[src/rtl/if_id_fetch_queue.sv]
// IF->ID instruction fetch queue: a DEPTH-entry circular buffer of {PC, NextPC, Instruction}
// that absorbs ID stalls without losing fetched instructions, and empties on control-flow redirect.
module if_id_fetch_queue #(
  parameter int DEPTH = 4,
  parameter int AW    = 2
) (
  input  logic          clk,
  input  logic          reset,
  input  logic          in_valid,
  input  logic [31:0]   PC_if,
  input  logic [31:0]   NextPC_if,
  input  logic [31:0]   Instruction_if,
  output logic          PC_IFWrite,
  input  logic          flush,
  input  logic          ID_stall,
  output logic          valid_id,
  output logic [31:0]   PC_id,
  output logic [31:0]   NextPC_id,
  output logic [31:0]   Instruction_id,
  output logic [AW:0]   count
);

  localparam logic [AW:0]   FULL_CNT = (AW+1)'(DEPTH);
  localparam logic [AW:0]   CNT_ONE  = (AW+1)'(1);
  localparam logic [AW-1:0] PTR_ONE  = AW'(1);

  logic [AW-1:0] wr_ptr_q, wr_ptr_d;
  logic [AW-1:0] rd_ptr_q, rd_ptr_d;
  logic [AW:0]   count_q, count_d;
  logic [95:0]   mem_q [DEPTH];
  logic [95:0]   head;
  logic          push;
  logic          pop;

  // Handshake: IF transfers when in_valid & PC_IFWrite; ID takes the head when
  // valid_id & ~ID_stall. Both sides are ignored in a cycle with flush set.
  always_comb begin
    PC_IFWrite = (count_q != FULL_CNT);
    valid_id   = (count_q != '0);
    push       = in_valid & PC_IFWrite & ~flush;
    pop        = valid_id & ~ID_stall & ~flush;
  end

  always_comb begin
    wr_ptr_d = wr_ptr_q;
    rd_ptr_d = rd_ptr_q;
    count_d  = count_q;
    if (flush) begin
      wr_ptr_d = '0;
      rd_ptr_d = '0;
      count_d  = '0;
    end else begin
      if (push) wr_ptr_d = wr_ptr_q + PTR_ONE;
      if (pop)  rd_ptr_d = rd_ptr_q + PTR_ONE;
      case ({push, pop})
        2'b10:   count_d = count_q + CNT_ONE;
        2'b01:   count_d = count_q - CNT_ONE;
        default: count_d = count_q;
      endcase
    end
  end

  always_ff @(posedge clk or posedge reset) begin
    if (reset) begin
      wr_ptr_q <= '0;
      rd_ptr_q <= '0;
      count_q  <= '0;
    end else begin
      wr_ptr_q <= wr_ptr_d;
      rd_ptr_q <= rd_ptr_d;
      count_q  <= count_d;
    end
  end

  // Payload storage needs no reset: outputs are masked whenever the queue is empty.
  always_ff @(posedge clk) begin
    if (push) mem_q[wr_ptr_q] <= {PC_if, NextPC_if, Instruction_if};
  end

  always_comb begin
    head           = valid_id ? mem_q[rd_ptr_q] : '0;
    PC_id          = head[95:64];
    NextPC_id      = head[63:32];
    Instruction_id = head[31:0];
    count          = count_q;
  end

endmodule
[config.mk]
export PLATFORM = sky130hd
export DESIGN_NAME = if_id_fetch_queue
export DESIGN_NICKNAME = d
export VERILOG_FILES = /design/src/rtl/if_id_fetch_queue.sv
export SDC_FILE = /design/constraint.sdc
export NUM_CORES = 1
export LEC_CHECK = 0
export ABC_AREA = 1
export CAP_MARGIN = 20
export CORE_MARGIN = 8
export CORE_UTILIZATION = 59
export DETAILED_ROUTE_END_ITERATION = 6
export PLACE_DENSITY = 0.85
export SETUP_SLACK_MARGIN = 0.2
export SLEW_MARGIN = 40
export SYNTH_ARGS = -nofsm -noshare
export SYNTH_HDL_FRONTEND = slang
export SYNTH_SLANG_ARGS = --single-unit
[constraint.sdc]
create_clock -name clk -period 11.3 [get_ports clk]
set_input_delay 2.825 -clock clk [delete_from_list [all_inputs] [get_ports clk]]
set_output_delay 2.825 -clock clk [all_outputs]
set_load 0.01 [all_outputs]
== Word-level counts from Yosys, hierarchy flattened ==
Memory sizes are Yosys's and may differ from the RTL's.
Index checks and enable logic that the tools add are counted.

* Output and inout port bits: 101
* Input port bits: 101
* Word-level logic and storage cells: 30
* Register bits: 7
* Memories kept: 1
* Memory bits (writable): 384

{| class="wikitable"
|+ Memories
! name !! depth !! bits a word !! rd ports !! clocked after Yosys merged registers in !! write ports !! line !! RTL
|-
| mem_q || 4 || 96 || 1 || 0 || 1 || 30 || <nowiki>logic [95:0] mem_q [DEPTH];</nowiki>
|}

* Muxes and demuxes: 9
* Reductions and logical operators: 4
* Add/subtract/negate cells: 4
* Bitwise operators: 6
* Equality and inequality tests: 3

{| class="wikitable"
|+ Operators by type and width
! cell !! count
|-
| $mux W96 || 1
|-
| $mux W2 || 4
|-
| $pmux W3 S2 || 1
|-
| $reduce_bool A3 Y1 || 2
|-
| $add A2 B1 Y2 const B || 2
|-
| $and A1 B1 Y1 || 4
|-
| $reduce_bool A2 Y1 || 2
|-
| $add A3 B1 Y3 const B || 1
|-
| $mux W3 || 1
|-
| $ne A3 B3 Y1 const B || 1
|-
| $sub A3 B1 Y3 const B || 1
|-
| $eq A2 B1 Y1 const B || 1
|-
| $eq A2 B2 Y1 const B || 1
|-
| $mux W1 || 2
|-
| $not A1 Y1 || 2
|}

== Depth between registers and ports, before layout ==
* Depth after elaboration: 6
* Depth in mapped cells: 12
* Depth with buffers taken out: 12

== Worst setup path before layout ==
OpenSTA, ideal clock, no wires.

* Path type: input to register
* From: in in_valid
* To: mem mem_q[0][0], enable pin
* Arrival: 7.130 ns
* Setup slack: 3.619 ns
* Required time: 10.749 ns
* Library setup time: 0.551 ns
* Cell stages on the path: 4
* Path buffers: 0
* Path through: nand2_2 nor2_1 inv_1 nor2_1

* Word-level cells in the longest chain between the ends: 4

{| class="wikitable"
|+ Ends and longest elaborated chain
! item !! line !! RTL
|-
| from (decl) || 9 || <nowiki>input logic in_valid,</nowiki>
|-
| $and A1 B1 Y1 (2 in series) || 40 || <nowiki>push = in_valid & PC_IFWrite & ~flush;</nowiki>
|-
| $mux W1 || 77 || <nowiki>if (push) mem_q[wr_ptr_q] <= {PC_if, NextPC_if, Instruction_if};</nowiki>
|-
| $mux W1 (not written as such) || 77 ||
|-
| to (decl) || 30 ||
|}

No other way between the ends.

== Worst setup path after layout ==
* From: reg rd_ptr_q[0]
* To: out NextPC_id[11]

* Word-level cells in the longest chain between the ends: 2

{| class="wikitable"
|+ Ends and longest elaborated chain
! item !! line !! RTL
|-
| from (decl) || 28 || <nowiki>logic [AW-1:0] rd_ptr_q, rd_ptr_d;</nowiki>
|-
| from (signal assigned) || 70 || <nowiki>rd_ptr_q <= rd_ptr_d;</nowiki>
|-
| $mem_v2 Z4 W96 || n/a ||
|-
| $mux W96 || 81 || <nowiki>head = valid_id ? mem_q[rd_ptr_q] : '0;</nowiki>
|-
| to (decl) || 18 || <nowiki>output logic [31:0] NextPC_id,</nowiki>
|}

No other way between the ends.

==> results.py <==
metrics = {
    "pwr": {
        "p_sw_share_pct": 31.1,
        "leakage_nw": 6.30,
        "power.density_nw_per_um2": 234,
        "ir_drop_mv": 0.215,
        "p_int_w": 0.00302,
        "clockPowerShare_pct": 28.1,
        "p_switching_w": 0.00137,
        "pwr-share-comb_pct": 32.3,
        "p_seq_share_pct": 39.6,
    },
    "synth": {
        "ys_ff_latch": 391,
        "synth_nets": 1304,
        "yosys.cell_count.top_type": "nor2_1",
        "syn_inst": 1198,
        "yosys.area.top_type_share_pct": 75.2,
        "yosys_warnings": 0,
        "synthArstFlopShare_pct": 1.79,
        "synth_flop_cell": "edfxtp_1",
        "yosys.area.top_type": "edfxtp_1",
        "ys_types": 24,
        "ys_seq_area_share_pct": 76.3,
        "synth_edf_count": 384,
        "postSynthAreaPerCell_um2": 12.8,
        "synthTopCellsByCount": "nor2_1, edfxtp_1, o21ai_1",
        "syn_area_um2": 15300,
        "ys_top_cells_by_area": "edfxtp_1, nor2_1, o21ai_1, a21oi_1, o21ai_0",
    },
    "cells_and_area": {
        "syn_to_final_growth_pct": 22.2,
        "nets": 1485,
        "final_core_util_pct": 72.7,
        "post_route_cells_drive_above_1_share_pct": 6.12,
    },
    "setup_path": {
        "slowest_delay_ns": 0.71,
        "cp.arrival_ns": 3.76,
        "end_kind": "output port",
        "crit_path_start_kind": "flip-flop",
        "rrSetupSlack_ns": 8.02,
        "required_ns": 8.48,
        "path_class": "flip-flop to output port",
        "cp_cell_sequence": "buf_12 > inv_6 > buf_6 > o21ai_1 > a21oi_1 > clkdlybuf4s50_1",
        "slowest_stage": "dfrtp_4",
        "crit_fanout": 100,
    },
    "drt": {
        "totalWireLength_um": 35200,
        "remaining_drc_errors": 0,
        "drt_iter0_markers": 1233,
        "dr.pass1.iters": 5,
        "num_vias": 10000,
        "drtAntennaViolNets": 0,
        "viasPerCell": 5.75,
        "wl_per_cell_um": 20.2,
    },
    "clock_network": {
        "cts_buffers": 38,
        "post_cts_resized": 0,
        "htree_levels": 2,
        "post-cts-setup-buffers": 0,
        "clock_latency_ns": 0.51,
        "cts.sinks": 391,
        "cts-root-buf": "clkbuf_16",
        "ctsLongestPathBuffers": 3,
        "clk_pin_slew_ns": 0.06,
        "cts_tree": "done",
        "ctsHoldBuffers": 0,
    },
    "sta": {
        "finalSetupTns_ns": 0,
        "tightest_slew_ns": 0.854,
        "finalSetupViolations": 0,
        "min_period_over_period_pct": 58.3,
        "skew_ns": 0.0191,
        "period_needed_ns": 6.59,
        "relSlewSlack_pct": 43.1,
        "finalMaxSlewViolations": 0,
        "max_freq_mhz": 152,
        "hold_viol_final": 0,
        "rsz0062_at_grt": "no",
    },
    "floorplanning": {
        "die_area_um2": 31400,
        "io-pin-count": 202,
        "num_rows": 59,
        "chipWidth_um": 177,
        "core_area_um2": 25800,
        "start_util_pct": 59.5,
        "die_y_um": 177,
    },
    "global_route": {
        "grtUsageTotal_pct": 22.0,
        "grt_overflow_total": 0,
        "grt_max_degree": 107,
        "first_global_vias": 10300,
        "antenna_found_initial": 6,
        "grt_pass1_wl_um": 54100,
    },
    "flow_run": {
        "maxCapViolCount": 0,
    },
    "hold_path": {
        "hold_path.class": "flip-flop to flip-flop",
    },
    "placed_design": {
        "hpwlAfterDp_um": 19900,
        "numPortBuffers": 201,
        "gp_congestion": 0.774,
    },
    "run_status": {
        "status": "completed",
    },
}
cell families after synthesis:
family                     Yosys count  synth area share [%]
and+or+nand+nor                    414                  10.3
adders and majority gates            5                 0.457
xor gates and xnor gates             1                0.0571
buffers and inverters               91                  3.17
AOI/OAI and AO/OA                  296                  9.68
DFF                                391                  76.3
cell type report:
| type | count | area (µm²) |
|---|---|---|
| diodes | 2 | 5.00 |
| clock buffers | 49 | 1020 |
| clock inverters | 17 | 190 |
| fillers | 1586 | 7020 |
| inverters | 17 | 71.3 |
| multi-input cells | 716 | 3180 |
| flip-flops and latches | 391 | 11700 |
| well taps | 335 | 419 |
| repair buffers | 215 | 2140 |
sequential cells by signal, summed over array words and instances (netlist names):
signal and cells:
count 3, mem_q 384, rd_ptr_q 2, wr_ptr_q 2
layout by cell type, fill, tap and decap left out, types with 2 or more instances in the layout:
cell type          n
nor2_4             5
buf_4             10
clkbuf_1           9
nand2_1           17
a21oi_1           99
bufinv_16          4
nand2_2            4
inv_1             12
inv_2              2
nor2_1           385
dfrtp_4            2
ha_1               4
clkinv_1           4
edfxtp_1         384
o21ai_1          120
clkbuf_16         39
inv_6              3
clkinv_2           8
o21ai_0           76
diode_2            2
clkdlybuf4s50_1  201
dfrtp_1            5
buf_6              3
worst paths after layout:
path / start / to / depth (start not counted)
max in group asynchronous: reset / rd_ptr_q[1] / 2
setup reg to reg: count[0] / mem_q[3][64] / 8
hold / removal: count[1] / count[1] / 2
min in group asynchronous: reset / count[0] / 2
hold reg to reg: count[1] / count[1] / 2
setup / recovery: rd_ptr_q[0] / NextPC_id[11] / 6
stage by stage:
step	hold slack (ns)	power, W	instances	setup slack, ns	instance area, µm²
final	0.638	0.00439	1742	4.71	18700
after global routing	0.673	0.00457	1742	4.50	18700
after CTS	0.650	0.00442	1740	4.65	18700
after detailed placement	0.628	0.00318	1674	5.21	17500
after global placement	0.603	0.00314	1673	5.06	17500
after floorplan	0.580	0.00250	1198	3.62	15300
power by group through the flow:
stage	registers [W]	logic [W]	clock network, W
finish	0.00174	0.00142	0.00123
detailed placement	0.00177	0.00141	0
CTS	0.00174	0.00143	0.00125
global route	0.00175	0.00153	0.00130
floorplan	0.00175	0.000750	0
global placement	0.00178	0.00137	0
critical path, delay by kind of cell, from the launching register on:
family	cells	cell delay, ns
flops	1	0.71
compound gates	2	0.46
buf+inv	4	2.01
metal layers:
metal  vias to the layer above  GRT usage (%)  wire length [µm]
met2                       503           37.5             17500
li1                       4600              -                 -
met1                      4825           27.0             13500
met5                         -              0                47
met3                        87           5.18              3200
met4                         8           8.06               938
(Power assumes the default switching activity.)
